`src/rtl/usb_cdc_bridge_pkg.sv`:
```
// Shared constants and types for the USB CDC register bridge.
// Opcodes, reply bytes and the command FSM state encoding.
package usb_cdc_bridge_pkg;

  localparam logic [7:0] OP_WRITE = 8'h57;
  localparam logic [7:0] OP_READ  = 8'h52;
  localparam logic [7:0] RSP_OK   = 8'h4B;
  localparam logic [7:0] RSP_ERR  = 8'h3F;

  typedef enum logic [1:0] {
    IDLE,
    GET_ADDR,
    GET_DATA,
    RESP
  } bridge_state_t;

endpackage

```
`src/rtl/usb_cdc_reg_bridge_if.sv`:
```
// Byte-stream handshakes between the CDC core and the bridge.
// master = CDC side, slave = bridge side.
interface usb_cdc_reg_bridge_if;

  logic [7:0] rx_data;
  logic       rx_valid;
  logic       rx_ready;
  logic [7:0] tx_data;
  logic       tx_valid;
  logic       tx_ready;

  modport master (
    output rx_data, rx_valid, tx_ready,
    input  rx_ready, tx_data, tx_valid
  );

  modport slave (
    input  rx_data, rx_valid, tx_ready,
    output rx_ready, tx_data, tx_valid
  );

endinterface

```
`src/rtl/usb_cdc_bridge_regfile.sv`:
```
// Small 8-bit register file: one write port, one async read port.
// Whole array is also exported flattened, reg k at [8k+7:8k].
module usb_cdc_bridge_regfile #(
  parameter int NUM_REGS = 4,
  parameter int AW       = 2
) (
  input  logic                    clk,
  input  logic                    rst_n,
  input  logic                    we,
  input  logic [AW-1:0]           waddr,
  input  logic [7:0]              wdata,
  input  logic [AW-1:0]           raddr,
  output logic [7:0]              rdata,
  output logic [8*NUM_REGS-1:0]   q
);

  logic [NUM_REGS-1:0][7:0] mem;

  // Register storage, cleared by reset.
  always_ff @(posedge clk or negedge rst_n) begin
    if (!rst_n) begin
      mem <= '0;
    end else if (we) begin
      mem[waddr] <= wdata;
    end
  end

  assign rdata = mem[raddr];
  assign q     = mem;

endmodule

```
`src/rtl/usb_cdc_reg_bridge.sv`:
```
// Command decoder for the CDC byte stream: W addr data / R addr.
// Holds the FSM, the mid-command timeout and the reply register.
module usb_cdc_reg_bridge
  import usb_cdc_bridge_pkg::*;
#(
  parameter int NUM_REGS     = 4,
  parameter int IDLE_TIMEOUT = 48000
) (
  input  logic                  clk,
  input  logic                  rst_n,
  usb_cdc_reg_bridge_if.slave   bus,
  output logic [8*NUM_REGS-1:0] reg_out,
  output logic                  err
);

  localparam int AW = (NUM_REGS > 1) ? $clog2(NUM_REGS) : 1;
  localparam logic [7:0] NREG8 = 8'(NUM_REGS);

  bridge_state_t state_q, state_d;
  logic       is_wr_q, is_wr_d;
  logic [7:0] addr_q, addr_d;
  logic [7:0] tx_data_q, rsp;
  logic       tx_valid_q;
  logic       err_q, err_d;
  logic       we;
  logic [7:0] rdata;
  logic       accept;
  logic       wait_st;
  logic       timeout;

  assign bus.rx_ready = (state_q != RESP);
  assign bus.tx_data  = tx_data_q;
  assign bus.tx_valid = tx_valid_q;
  assign err          = err_q;

  assign accept  = bus.rx_valid & bus.rx_ready;
  assign wait_st = (state_q == GET_ADDR) || (state_q == GET_DATA);

  usb_cdc_bridge_regfile #(
    .NUM_REGS (NUM_REGS),
    .AW       (AW)
  ) u_regfile (
    .clk   (clk),
    .rst_n (rst_n),
    .we    (we),
    .waddr (addr_q[AW-1:0]),
    .wdata (bus.rx_data),
    .raddr (bus.rx_data[AW-1:0]),
    .rdata (rdata),
    .q     (reg_out)
  );

  generate
    if (IDLE_TIMEOUT > 0) begin : g_to
      localparam int TW = $clog2(IDLE_TIMEOUT + 1);
      localparam logic [TW-1:0] TMAX = TW'(IDLE_TIMEOUT);
      logic [TW-1:0] cnt_q;

      // Saturating idle counter, only runs while mid-command.
      always_ff @(posedge clk or negedge rst_n) begin
        if (!rst_n) begin
          cnt_q <= '0;
        end else if (accept || !wait_st) begin
          cnt_q <= '0;
        end else if (cnt_q != TMAX) begin
          cnt_q <= cnt_q + 1'b1;
        end
      end

      assign timeout = wait_st && (cnt_q == TMAX);
    end else begin : g_no_to
      assign timeout = 1'b0;
    end
  endgenerate

  // Next-state, reply byte, write strobe and error decode.
  always_comb begin
    state_d = state_q;
    is_wr_d = is_wr_q;
    addr_d  = addr_q;
    rsp     = tx_data_q;
    err_d   = 1'b0;
    we      = 1'b0;
    unique case (state_q)
      IDLE: begin
        if (accept) begin
          if (bus.rx_data == OP_WRITE ||
              bus.rx_data == OP_READ) begin
            is_wr_d = (bus.rx_data == OP_WRITE);
            state_d = GET_ADDR;
          end else begin
            state_d = RESP;
            rsp     = RSP_ERR;
            err_d   = 1'b1;
          end
        end
      end
      GET_ADDR: begin
        if (accept) begin
          addr_d = bus.rx_data;
          if (is_wr_q) begin
            state_d = GET_DATA;
          end else begin
            state_d = RESP;
            if (bus.rx_data < NREG8) begin
              rsp = rdata;
            end else begin
              rsp   = RSP_ERR;
              err_d = 1'b1;
            end
          end
        end else if (timeout) begin
          state_d = IDLE;
          err_d   = 1'b1;
        end
      end
      GET_DATA: begin
        if (accept) begin
          state_d = RESP;
          if (addr_q < NREG8) begin
            we  = 1'b1;
            rsp = RSP_OK;
          end else begin
            rsp   = RSP_ERR;
            err_d = 1'b1;
          end
        end else if (timeout) begin
          state_d = IDLE;
          err_d   = 1'b1;
        end
      end
      RESP: begin
        if (tx_valid_q && bus.tx_ready) begin
          state_d = IDLE;
        end
      end
      default: state_d = IDLE;
    endcase
  end

  // State, command latches and registered reply outputs.
  always_ff @(posedge clk or negedge rst_n) begin
    if (!rst_n) begin
      state_q    <= IDLE;
      is_wr_q    <= 1'b0;
      addr_q     <= 8'h00;
      tx_data_q  <= 8'h00;
      tx_valid_q <= 1'b0;
      err_q      <= 1'b0;
    end else begin
      state_q    <= state_d;
      is_wr_q    <= is_wr_d;
      addr_q     <= addr_d;
      tx_data_q  <= rsp;
      tx_valid_q <= (state_d == RESP);
      err_q      <= err_d;
    end
  end

endmodule

```
`src/flat_wrapper.sv`:
```
// flat-port wrapper written by rule: the top's interface ports become plain ports
module usb_cdc_reg_bridge_flat import usb_cdc_bridge_pkg::*;
#(
  parameter int NUM_REGS     = 4,
  parameter int IDLE_TIMEOUT = 48000
)
  (clk, rst_n, reg_out, err, bus_rx_data, bus_rx_valid, bus_tx_ready, bus_rx_ready, bus_tx_data, bus_tx_valid);
  usb_cdc_reg_bridge_if bus_i ();
  input  logic clk;
  input  logic rst_n;
  output logic [8*NUM_REGS-1:0] reg_out;
  output logic err;
  input wire logic [$bits(bus_i.rx_data)-1:0] bus_rx_data;
  input wire logic [$bits(bus_i.rx_valid)-1:0] bus_rx_valid;
  input wire logic [$bits(bus_i.tx_ready)-1:0] bus_tx_ready;
  output wire logic [$bits(bus_i.rx_ready)-1:0] bus_rx_ready;
  output wire logic [$bits(bus_i.tx_data)-1:0] bus_tx_data;
  output wire logic [$bits(bus_i.tx_valid)-1:0] bus_tx_valid;
  assign bus_i.rx_data = bus_rx_data;
  assign bus_i.rx_valid = bus_rx_valid;
  assign bus_i.tx_ready = bus_tx_ready;
  assign bus_rx_ready = bus_i.rx_ready;
  assign bus_tx_data = bus_i.tx_data;
  assign bus_tx_valid = bus_i.tx_valid;
  usb_cdc_reg_bridge #(.NUM_REGS(NUM_REGS), .IDLE_TIMEOUT(IDLE_TIMEOUT)) u_core (.clk(clk), .rst_n(rst_n), .bus(bus_i), .reg_out(reg_out), .err(err));
endmodule
```
`config.mk`:
```
export PLATFORM = sky130hd
export DESIGN_NAME = usb_cdc_reg_bridge_flat
export DESIGN_NICKNAME = d
export VERILOG_FILES = /design/src/rtl/usb_cdc_bridge_pkg.sv /design/src/rtl/usb_cdc_reg_bridge_if.sv /design/src/rtl/usb_cdc_bridge_regfile.sv /design/src/rtl/usb_cdc_reg_bridge.sv /design/src/flat_wrapper.sv
export SDC_FILE = /design/constraint.sdc
export NUM_CORES = 1
export LEC_CHECK = 0
export BUFFER_PORTS_ARGS = -buffer_cell sky130_fd_sc_hd__buf_2
export CORE_MARGIN = 2
export CORE_UTILIZATION = 48
export DETAILED_ROUTE_END_ITERATION = 7
export PLACE_DENSITY_LB_ADDON = 0.15
export SKIP_LAST_GASP = 1
export SLEW_MARGIN = 40
export SYNTH_ARGS = -nofsm -noshare
export SYNTH_HDL_FRONTEND = slang
export SYNTH_SLANG_ARGS = --single-unit
```
`constraint.sdc`:
```
create_clock -name clk -period 2.1 [get_ports clk]
set_clock_uncertainty 0.1 [all_clocks]
set_input_delay 0.63 -clock clk [delete_from_list [all_inputs] [get_ports clk]]
set_output_delay 0.63 -clock clk [all_outputs]
set_load 0.02 [all_outputs]
```
# Word-level counts from Yosys, hierarchy flattened
# Index checks and enable logic that the tools add are counted.
# Widths: inputs -> output; s select.
[totals]
ff_bits = 69
in_bits = 12
out_inout_bits = 43
[classes]
n_addsub = 1
n_lt_le_gt_ge = 5
n_eq_ne = 14
mux = 35
bitwise_logic = 1
reduce_logical = 13
[ops]
columns = ["operator", "count"]
rows = [
  ["$mux 8", 8],
  ["$bwmux 32", 1],
  ["$mux 16", 2],
  ["$pmux 8 s3", 1],
  ["$add 16x1->16 const B", 1],
  ["$bmux 8 s2", 1],
  ["$demux 8 s2", 1],
  ["$eq 16x16->1 const B", 1],
  ["$eq 8x7->1 const B", 2],
  ["$lt 8x3->1 const B", 2],
  ["$ne 16x16->1 const B", 1],
  ["$mux 1", 12],
  ["$mux 2", 6],
  ["$pmux 2 s4", 1],
  ["$mux 7", 1],
  ["$eq 2x2->1 const B", 3],
  ["$lt 2x3->1 const B", 2],
  ["$ne 2x1->1 const B", 3],
  ["$ne 2x2->1 const B", 3],
  ["$reduce_and 6->1", 1],
  ["$logic_and 1x1->1", 3],
  ["$logic_or 1x1->1", 3],
  ["$pmux 1 s3", 1],
  ["$reduce_and 3->1", 1],
  ["other kinds (8)", 8],
]

# Logic depth before layout (Yosys ltp)
# Gate-level depths: netlist of the first run.
[logic_depth]
word_depth = 7
depth_mapped = 7
depth_no_buf = 6

# Cells and area by module
# A second synthesis of the first run with hierarchy kept.
[hier_totals]
hier_cells = 281
hier_area_um2 = 3462.1
[modules_own_cells]
columns = ["mod", "instances", "cells_per_inst", "area_each_um2"]
rows = [
  ["usb_cdc_reg_bridge", 1, 203, 2060.7],
  ["usb_cdc_bridge_regfile", 1, 78, 1401.3],
]

# Worst setup path before layout of the first run
# Ideal clock, no wire load.
[synth_timing]
path_type = "register to register"
from = "register u_core.state_q[0]"
to = "register u_core.u_regfile.mem (netlist bit u_core.u_regfile.q[24])"
setup_ps = 125
arrival_time_ps = 1977
required_time_ps = 1875
slack_ps = -102
stages_incl_launch_ff = 8
n_path_buf = 3
period_less_slack_ps = 2202
path_cell_list = "dfrtp_1 ha_1 buf_2 nand2b_1 buf_2 or4_4 buf_6 mux2_4"
[synth_via]
elab_chain_cells = 4
word_cells_on_any_way = 5
[synth_rtl]
columns = ["element", "line", "source"]
rows = [
  ["start: declaration", "usb_cdc_reg_bridge.sv:19", "bridge_state_t state_q, state_d;"],
  ["start signal: assignment", "usb_cdc_reg_bridge.sv:151", "state_q <= state_d;"],
  ["$ne 2x2->1", "usb_cdc_reg_bridge.sv:31", "assign bus.rx_ready = (state_q != RESP);"],
  ["$and 1x1->1", "usb_cdc_reg_bridge.sv:36", "assign accept = bus.rx_valid & bus.rx_ready;"],
  ["$mux 1", "usb_cdc_reg_bridge.sv:118", "if (accept) begin"],
  ["$mux 1 (*)", "usb_cdc_reg_bridge.sv:84", "unique case (state_q)"],
  ["end signal: indexed assignment", "usb_cdc_bridge_regfile.sv:24", "mem[waddr] <= wdata;"],
  ["end: declaration", "usb_cdc_bridge_regfile.sv:17", "logic [NUM_REGS-1:0][7:0] mem;"],
]
# Every way passes the cells marked *; elsewhere a longest branch is shown, timed or not.
# A chain may end at the register's enable or synchronous reset.

# Worst setup path in the final report of the first run
[layout_timing]
from = "register u_core.state_q[1]"
to = "output port bus_rx_ready"
[layout_via]
elab_chain_cells = 1
[layout_rtl]
columns = ["element", "line", "source"]
rows = [
  ["$ne 2x2->1", "usb_cdc_reg_bridge.sv:31", ""],
  ["end: declaration", "flat_wrapper.sv:16", "output wire logic [$bits(bus_i.rx_ready)-1:0] bus_rx_ready;"],
]
# Every way passes these cells.

==> flow_metrics.tcl, run 1 <==
set metrics [dict create \
    outcome "completed" \
    grt_pass1_vias 2634 \
    relSlewSlack 0.703 \
    core_sq_um 7180 \
    synth-async-reset-ratio 1.00 \
    antenna_found_initial 0 \
    path_clk_slew_ps 80 \
    fin_util 0.613 \
    worst-path-max-fanout 8 \
    maxCapViolCount 0 \
    sw_frac_of_total 0.379 \
    synth_common_cells "dfrtp_1 (69), mux2_2 (38), nor2_1 (19), nand2_1 (18), inv_1 (12)" \
    clock_sinks 69 \
    synthAdderAreaFrac 0.0248 \
    p_int_mw 3.59 \
    worst_pin_slew_ps 442 \
    postSynthNetCount 307 \
    wire_per_inst_um 16.4 \
    areaGrowthSynthToFinish_pct 24.5 \
    io_buffers 54 \
    clkPwrFrac 0.210 \
    diodes 0 \
    drc_errors 0 \
    ys_seq_area_frac 0.489 \
    synth_area_sq_um 3530 \
    ys_ff_latch 69 \
    die_h_um 89.8 \
    tns_ps 0 \
    pwr-share-comb 0.431 \
    gp_congestion 0.847 \
    root_buffer "clkbuf_8" \
    critPathArrivalTime_ps 1320 \
    holdWs_ps 185 \
    avgSynthCellArea_sq_um 12.3 \
    synth-simple-area-share 0.157 \
    die_area_sq_um 8060 \
    ir_drop_uv 758 \
    grt.overflow.total 0 \
    synthMuxAreaShare 0.215 \
    power_density_nw_per_um2 1320 \
    p_switching_mw 2.19 \
    yosysWarnings 0 \
    power_frac_seq 0.359 \
    numCtsBuffers 9 \
    path_class "reg -> out" \
    clockBufferDepth 2 \
    htreeDepth 3 \
    synth_edf_count 0 \
    finalHoldViolations 0 \
    vias 2610 \
    leakage_nw 2.02 \
    tritoncts "built" \
    num-nets-final 392 \
    fin_crit_sh 0.977 \
    reg2reg_depth 6 \
    first_pass_iters 5 \
    synthDistinctLibCells 43 \
    start_kind "register" \
    grt_start_max_net_pins 70 \
    fill_cells 585 \
    required_ps 1370 \
    hpwl_um 5500 \
    yosysTopAreaCell "dfrtp_1" \
    synthXorXnorAreaFrac 0.0273 \
    grt_usage 0.211 \
    io_pins 55 \
    end_kind "primary output" \
    synth.most_common_cell "dfrtp_1" \
    grt_pass1_wl_um 13600 \
    ys.flop_type "dfrtp_1" \
    drt-total-wl_um 7830 \
    hold_path_class "in -> async" \
    finalSetupViolCount 0 \
    slew_viol_final 0 \
    drtIter0Drc 114 \
    r2r-start "u_core.state_q[0]" \
    synth_top_family_by_area "multiplexers" \
    fin_crit_ps 2050 \
    ys_top_cells_by_area "dfrtp_1 (49%), mux2_2 (12%), mux4_2 (5.1%)" \
    ant_nets 0 \
    clock_latency_ps 350 \
    regToRegEndpoint "u_core.bus.tx_data[4]" \
    rows 31 \
    cts_hold_buffers 0 \
    drive_above_1_share 0.450 \
    synth_compound_area_frac 0.0595 \
    synth.top_cell.area_share 0.489 \
    ff2ff_setup_slack_ps 70 \
    syn_inst 288 \
    die_w_um 89.8 \
    initial_core_util 0.492 \
    via_per_inst 5.47 \
    fmax_mhz 488 \
]
[logic make-up (layout without fill, tap and decap cells)]
kind of cell | count (synthesis) | count (layout)
adder cells (fa/ha/maj) | 7 | 7
AND/OR/NAND/NOR | 89 | 89
AO/OA/AOI/OAI | 32 | 32
buffers and inverters | 23 | 113
XOR/XNOR | 11 | 11
multiplexers | 57 | 57
flip-flops | 69 | 69
[power by group through the flow]
stage                     clock, mW  combinational, mW  sequential [mW]
after global placement            0               2.37             2.10
after global routing           1.30               2.71             2.13
after floorplan                   0               1.28             2.40
after detailed placement          0               2.40             2.11
final                          1.21               2.50             2.08
after CTS                      1.24               2.44             2.08
[routing by layer]
metal,routed length (um),GRT usage
met1,3640,0.298
met2,3710,0.327
met3,372,0.0511
met4,114,0.0654
met5,0,0
[layout by cell type (no fill, tap or decap), types with 9 or more instances in the layout]
cell type  instances
clkbuf_8           9
buf_2             53
mux2_2            38
nor2_1            19
dfrtp_1           69
inv_1             12
nand2_1           18
a21oi_1           11
buf_4             28
[what timing repair did]
action | in CTS | in global routing
pin swaps | 0 | 1
setup buffers | 1 | 3
gates cloned | 0 | 0
setup endpoints to repair | 1 | 34
resized for setup | 1 | 3
[layout make-up]
type | instances | area [sq um] | area share
Multi-Input combinational cell | 196 | 1740 | 0.394
Sequential cell | 69 | 1730 | 0.392
Timing Repair Buffer | 85 | 547 | 0.124
Clock buffer | 9 | 124 | 0.0282
Tap cell | 99 | 124 | 0.0282
Clock inverter | 7 | 97.6 | 0.0222
Inverter | 12 | 45.0 | 0.0102
[how the worst max path moves through the flow]
stage / from / endpoint
6_report: u_core.state_q[1] / bus_rx_ready
5_1_grt: u_core.state_q[0] / u_core.bus.tx_data[7]
4_1_cts: u_core.state_q[0] / u_core.bus.tx_data[4]
3_5_place_dp: bus_rx_data[0] / u_core.bus.tx_data[1]
3_3_place_gp: bus_rx_data[0] / u_core.bus.tx_data[1]
2_1_floorplan: u_core.state_q[0] / u_core.bus.tx_data[2]
[flip-flops by register name (all words and copies together), names as in the netlist]
name	flops
u_core.u_regfile.q	32
u_core.g_to.cnt_q	16
u_core.addr_q	8
u_core.bus.tx_data	8
u_core.state_q	2
u_core.bus.tx_valid	1
u_core.err	1
u_core.is_wr_q	1
[critical path: stages, from the launching register on]
cell     delay (ps)
dfrtp_1         420
ha_2            220
buf_6           140
inv_1            50
buf_4           150
[per-stage QoR]
step                instances  worst slack (ps)  instance area (sq um)  power [mW]
global placement          457             -17.0                   4130        4.47
CTS                       474             0.606                   4360        5.76
finish                    477              49.0                   4400        5.79
floorplan                 288             -30.2                   3570        3.68
global route              477             -18.9                   4400        6.15
detailed placement        457             -21.9                   4130        4.51
Power figures use the tool's default switching activity.
==> inputs of run 2 (changes only) <==
--- a/config.mk
+++ b/config.mk
@@ -6,6 +6,7 @@
 export NUM_CORES = 1
 export LEC_CHECK = 0
 export BUFFER_PORTS_ARGS = -buffer_cell sky130_fd_sc_hd__buf_2
+export CORE_ASPECT_RATIO = 0.75
 export CORE_MARGIN = 2
 export CORE_UTILIZATION = 48
 export DETAILED_ROUTE_END_ITERATION = 7
==> flow_metrics.tcl, run 2 (synthesized netlist as in run 1, its figures left out) <==
set metrics [dict create \
    die_area_sq_um 8070 \
    finalSetupViolCount 0 \
    die_w_um 103 \
    final_cell_mix "dfrtp_1 (69), buf_2 (53), mux2_2 (37), buf_4 (28)" \
    critPathArrivalTime_ps 2170 \
    areaGrowthSynthToFinish_pct 26.6 \
    drtIter0Drc 142 \
    num-nets-final 396 \
    path_cells "buf_4, ha_2, nand2_1, a21oi_1, o32ai_4, buf_12, mux2_2" \
    final_common_cell "dfrtp_1" \
    clock_latency_ps 340 \
    fill_cells 631 \
    via_per_inst 5.40 \
    path_class "reg -> reg" \
    first_pass_iters 4 \
    io_buffers 54 \
    io_pins 55 \
    initial_core_util 0.489 \
    root_buffer "clkbuf_8" \
    largest_reg_flops 32 \
    htreeDepth 3 \
    m1WireLength_um 3960 \
    relSlewSlack 0.711 \
    worst_pin_slew_ps 430 \
    dpl_worst_slack_ps -55.7 \
    grt_pass1_wl_um 14000 \
    clockBufferDepth 2 \
    worst-path-max-fanout 6 \
    grt_pass1_vias 2667 \
    fmax_mhz 488 \
    numCtsBuffers 9 \
    drc_errors 0 \
    core_sq_um 7230 \
    vias 2604 \
    tritoncts "built" \
    grt_usage 0.233 \
    fin_crit_ps 2050 \
    die_h_um 78.3 \
    holdWs_ps 166 \
    leakage_nw 2.05 \
    path_clk_slew_ps 80 \
    maxCapViolCount 0 \
    met2_wirelength_um 3940 \
    required_ps 2220 \
    hpwl_um 6030 \
    cts_hold_buffers 0 \
    slew_viol_final 0 \
    diodes 0 \
    outcome "completed" \
    wl_met3_um 551 \
    ir_drop_uv 637 \
    fin_crit_sh 0.975 \
    clock_sinks 69 \
    antenna_found_initial 0 \
    end_kind "register" \
    cp_slowest_cell "dfrtp_1" \
    grt.overflow.total 0 \
    drive_above_1_share 0.462 \
    grt_start_max_net_pins 44 \
    gp_congestion 0.834 \
    crit_buf_inv 2 \
    cpPeakStageDelay_ps 410 \
    fin_ws_ps 51.5 \
    drt-total-wl_um 8480 \
    power_density_nw_per_um2 1300 \
    wire_per_inst_um 17.6 \
    ant_nets 0 \
    start_kind "register" \
    finalHoldViolations 0 \
    hold_path_class "in -> async" \
    top_layer_used "met4" \
    rsz0062_at_grt "false" \
    critPathTopFamily "compound AO/OA/AOI/OAI gates" \
    rows 27 \
]
[run 2: cell types whose count changed in the layout (fill, tap and decap cells not counted), sizes merged]
| cell | before | now |
|---|---|---|
| buf | 85 | 89 |
| bufinv | 2 | 1 |
| clkbuf | 9 | 11 |
| clkinvlp | 2 | 1 |
| inv | 13 | 12 |
[run 2: metal layers]
metal / GRT usage / vias up
met5: 0 / -
met3: 0.0606 / 2
met4: 0.0711 / 0
met2: 0.330 / 72
li1: - / 1228
met1: 0.349 / 1302
[run 2: path summary, 6_finish.rpt]
check / start / end / slack [ps] / cells past startpoint
max in group asynchronous: rst_n / u_core.addr_q[3] / 1480 / 2
worst min-delay path: rst_n / u_core.u_regfile.q[11] / 170 / 2
worst min register to register: u_core.bus.tx_data[2] / u_core.bus.tx_data[2] / 400 / 1
worst max register to register: u_core.state_q[0] / u_core.bus.tx_data[6] / 50 / 7
min in group clk: u_core.bus.tx_data[2] / u_core.bus.tx_data[2] / 400 / 1
worst max-delay path: u_core.state_q[0] / u_core.bus.tx_data[6] / 50 / 7
[run 2: layout make-up]
class	count	area (sq um)	share of cell area
flip-flops and latches	69	1730	0.386
inverters	12	45.0	0.0101
multi-input cells	196	1760	0.393
repair buffers	89	618	0.138
clock inverters	4	47.5	0.0106
well taps	101	126	0.0283
clock buffers	11	151	0.0338
[run 2: through the flow]
step | area [sq um] | utilization | total power, mW | cells | setup TNS (ps)
6_report | 4470 | 0.619 | 5.80 | 482 | 0
5_1_grt | 4470 | 0.619 | 6.17 | 482 | 0
4_1_cts | 4400 | 0.608 | 5.69 | 478 | 0
3_5_place_dp | 4160 | 0.576 | 4.50 | 460 | -260
3_3_place_gp | 4160 | 0.576 | 4.43 | 460 | -51.2
2_1_floorplan | 3570 | - | 3.68 | 288 | -364
[run 2: what timing repair did]
action,in CTS,in global routing
pin swaps,0,3
resized for setup,1,9
setup endpoints to repair,9,32
gates cloned,0,0
setup buffers,3,4
[run 2: power breakdown]
part / internal, mW / switching, mW / total (mW) / leakage [nW]
registers: 1.74 / 0.342 / 2.08 / 0.879
clock network: 0.603 / 0.491 / 1.09 / 0.101
logic: 1.25 / 1.38 / 2.62 / 1.07
==> inputs of run 3 (changes only) <==
--- a/config.mk
+++ b/config.mk
@@ -11,6 +11,7 @@
 export CORE_UTILIZATION = 48
 export DETAILED_ROUTE_END_ITERATION = 7
 export PLACE_DENSITY_LB_ADDON = 0.15
+export RECOVER_POWER = 25
 export SKIP_LAST_GASP = 1
 export SLEW_MARGIN = 40
 export SYNTH_ARGS = -nofsm -noshare
==> flow_metrics.tcl, run 3 (synthesized netlist as in run 1, its figures left out) <==
set metrics [dict create \
    outcome "completed" \
    first_pass_iters 4 \
    path_class "reg -> reg" \
    drt-total-wl_um 8530 \
    ir_drop_uv 615 \
    htreeDepth 3 \
    path_clk_slew_ps 80 \
    io_buffers 54 \
    leakage_nw 2.04 \
    die_w_um 103 \
    final_cell_mix "dfrtp_1 (69), buf_2 (52), mux2_2 (37), buf_4 (28)" \
    ant_nets 0 \
    start_kind "register" \
    fin_crit_sh 0.976 \
    power_density_nw_per_um2 1310 \
    dpl_worst_slack_ps -55.7 \
    via_per_inst 5.39 \
    critPathArrivalTime_ps 2180 \
    worst-path-max-fanout 6 \
    clockBufferDepth 2 \
    wire_per_inst_um 17.7 \
    drc_errors 0 \
    hold_path_class "reg -> reg" \
    num-nets-final 396 \
    antenna_found_initial 0 \
    grt_start_max_net_pins 44 \
    initial_core_util 0.489 \
    die_h_um 78.3 \
    tns_ps 0 \
    hpwl_um 6030 \
    worst_pin_slew_ps 1420 \
    drive_above_1_share 0.457 \
    gr-usage-met1 0.349 \
    finalHoldViolations 0 \
    final_common_cell "dfrtp_1" \
    grt_usage 0.233 \
    rsz0062_at_grt "false" \
    diodes 0 \
    fin_ws_ps 51.2 \
    place_area_sq_um 4160 \
    gp_congestion 0.834 \
    die_area_sq_um 8070 \
    drtIter0Drc 147 \
    largest_reg_flops 32 \
    p_total_mw 5.80 \
    busiest_layer "met1" \
    grt_util_met2 0.330 \
    slew_viol_final 0 \
    grt_pass1_wl_um 14000 \
    clock_latency_ps 350 \
    tritoncts "built" \
    vias 2598 \
    numCtsBuffers 9 \
    grt_pass1_vias 2667 \
    finalSetupViolCount 0 \
    maxCapViolCount 0 \
    areaGrowthSynthToFinish_pct 25.7 \
    core_sq_um 7230 \
    required_ps 2230 \
    grt.overflow.total 0 \
    rows 27 \
    fmax_mhz 488 \
    relSlewSlack 0.0506 \
    clock_sinks 69 \
    end_kind "register" \
    cts_hold_buffers 0 \
    root_buffer "clkbuf_8" \
    io_pins 55 \
    gr-usage-met3 0.0606 \
    fin_crit_ps 2050 \
    design_area_sq_um 4440 \
]
==> run 3: cell type report <==
class / count / area (sq um)
Fill cell: 636 / 2790
Multi-Input combinational cell: 196 / 1760
Sequential cell: 69 / 1730
Timing Repair Buffer: 89 / 586
Clock buffer: 11 / 151
Tap cell: 101 / 126
Clock inverter: 4 / 47.5
Inverter: 12 / 45.0
==> run 3: power by group <==
group	internal, mW	switching [mW]
clock	0.603	0.498
sequential	1.74	0.344
combinational	1.24	1.37
total	3.58	2.22
==> run 3: worst paths after layout <==
check,start,end,slack [ps],depth (start not counted)
min in group asynchronous,rst_n,u_core.u_regfile.q[18],500,2
max in group asynchronous,rst_n,u_core.g_to.cnt_q[10],440,2
max reg2reg,u_core.state_q[0],u_core.bus.tx_data[6],50,7
min reg2reg,u_core.bus.tx_data[2],u_core.bus.tx_data[2],400,1
max,u_core.state_q[0],u_core.bus.tx_data[6],50,7
min,u_core.bus.tx_data[2],u_core.bus.tx_data[2],400,1
==> run 3: what timing repair did <==
action	4_1_cts	5_1_grt
endpoints found under the setup margin	9	32
pin swaps	0	3
buffers inserted	3	4
resized for setup	1	9
==> run 3: layer usage <==
layer,up-vias,share of wire
met2,62,0.46
met5,-,0
li1,1227,-
met4,0,0.0083
met1,1303,0.47
met3,6,0.055
==> run 3: metrics by stage <==
step           hold slack [ps]  cells  utilization
2_1_floorplan              234    288            -
3_3_place_gp               390    460        0.576
3_5_place_dp               390    460        0.576
4_1_cts                    150    478        0.608
5_1_grt                    424    482        0.614
6_report                   404    482        0.614
==> run 3: worst max-delay path: stages, from the launching register on <==
cell and delay, ps:
dfrtp_1 410, buf_4 160, ha_2 220, nand2_1 90, a21oi_1 110, o32ai_4 330, buf_12 160, mux2_2 330
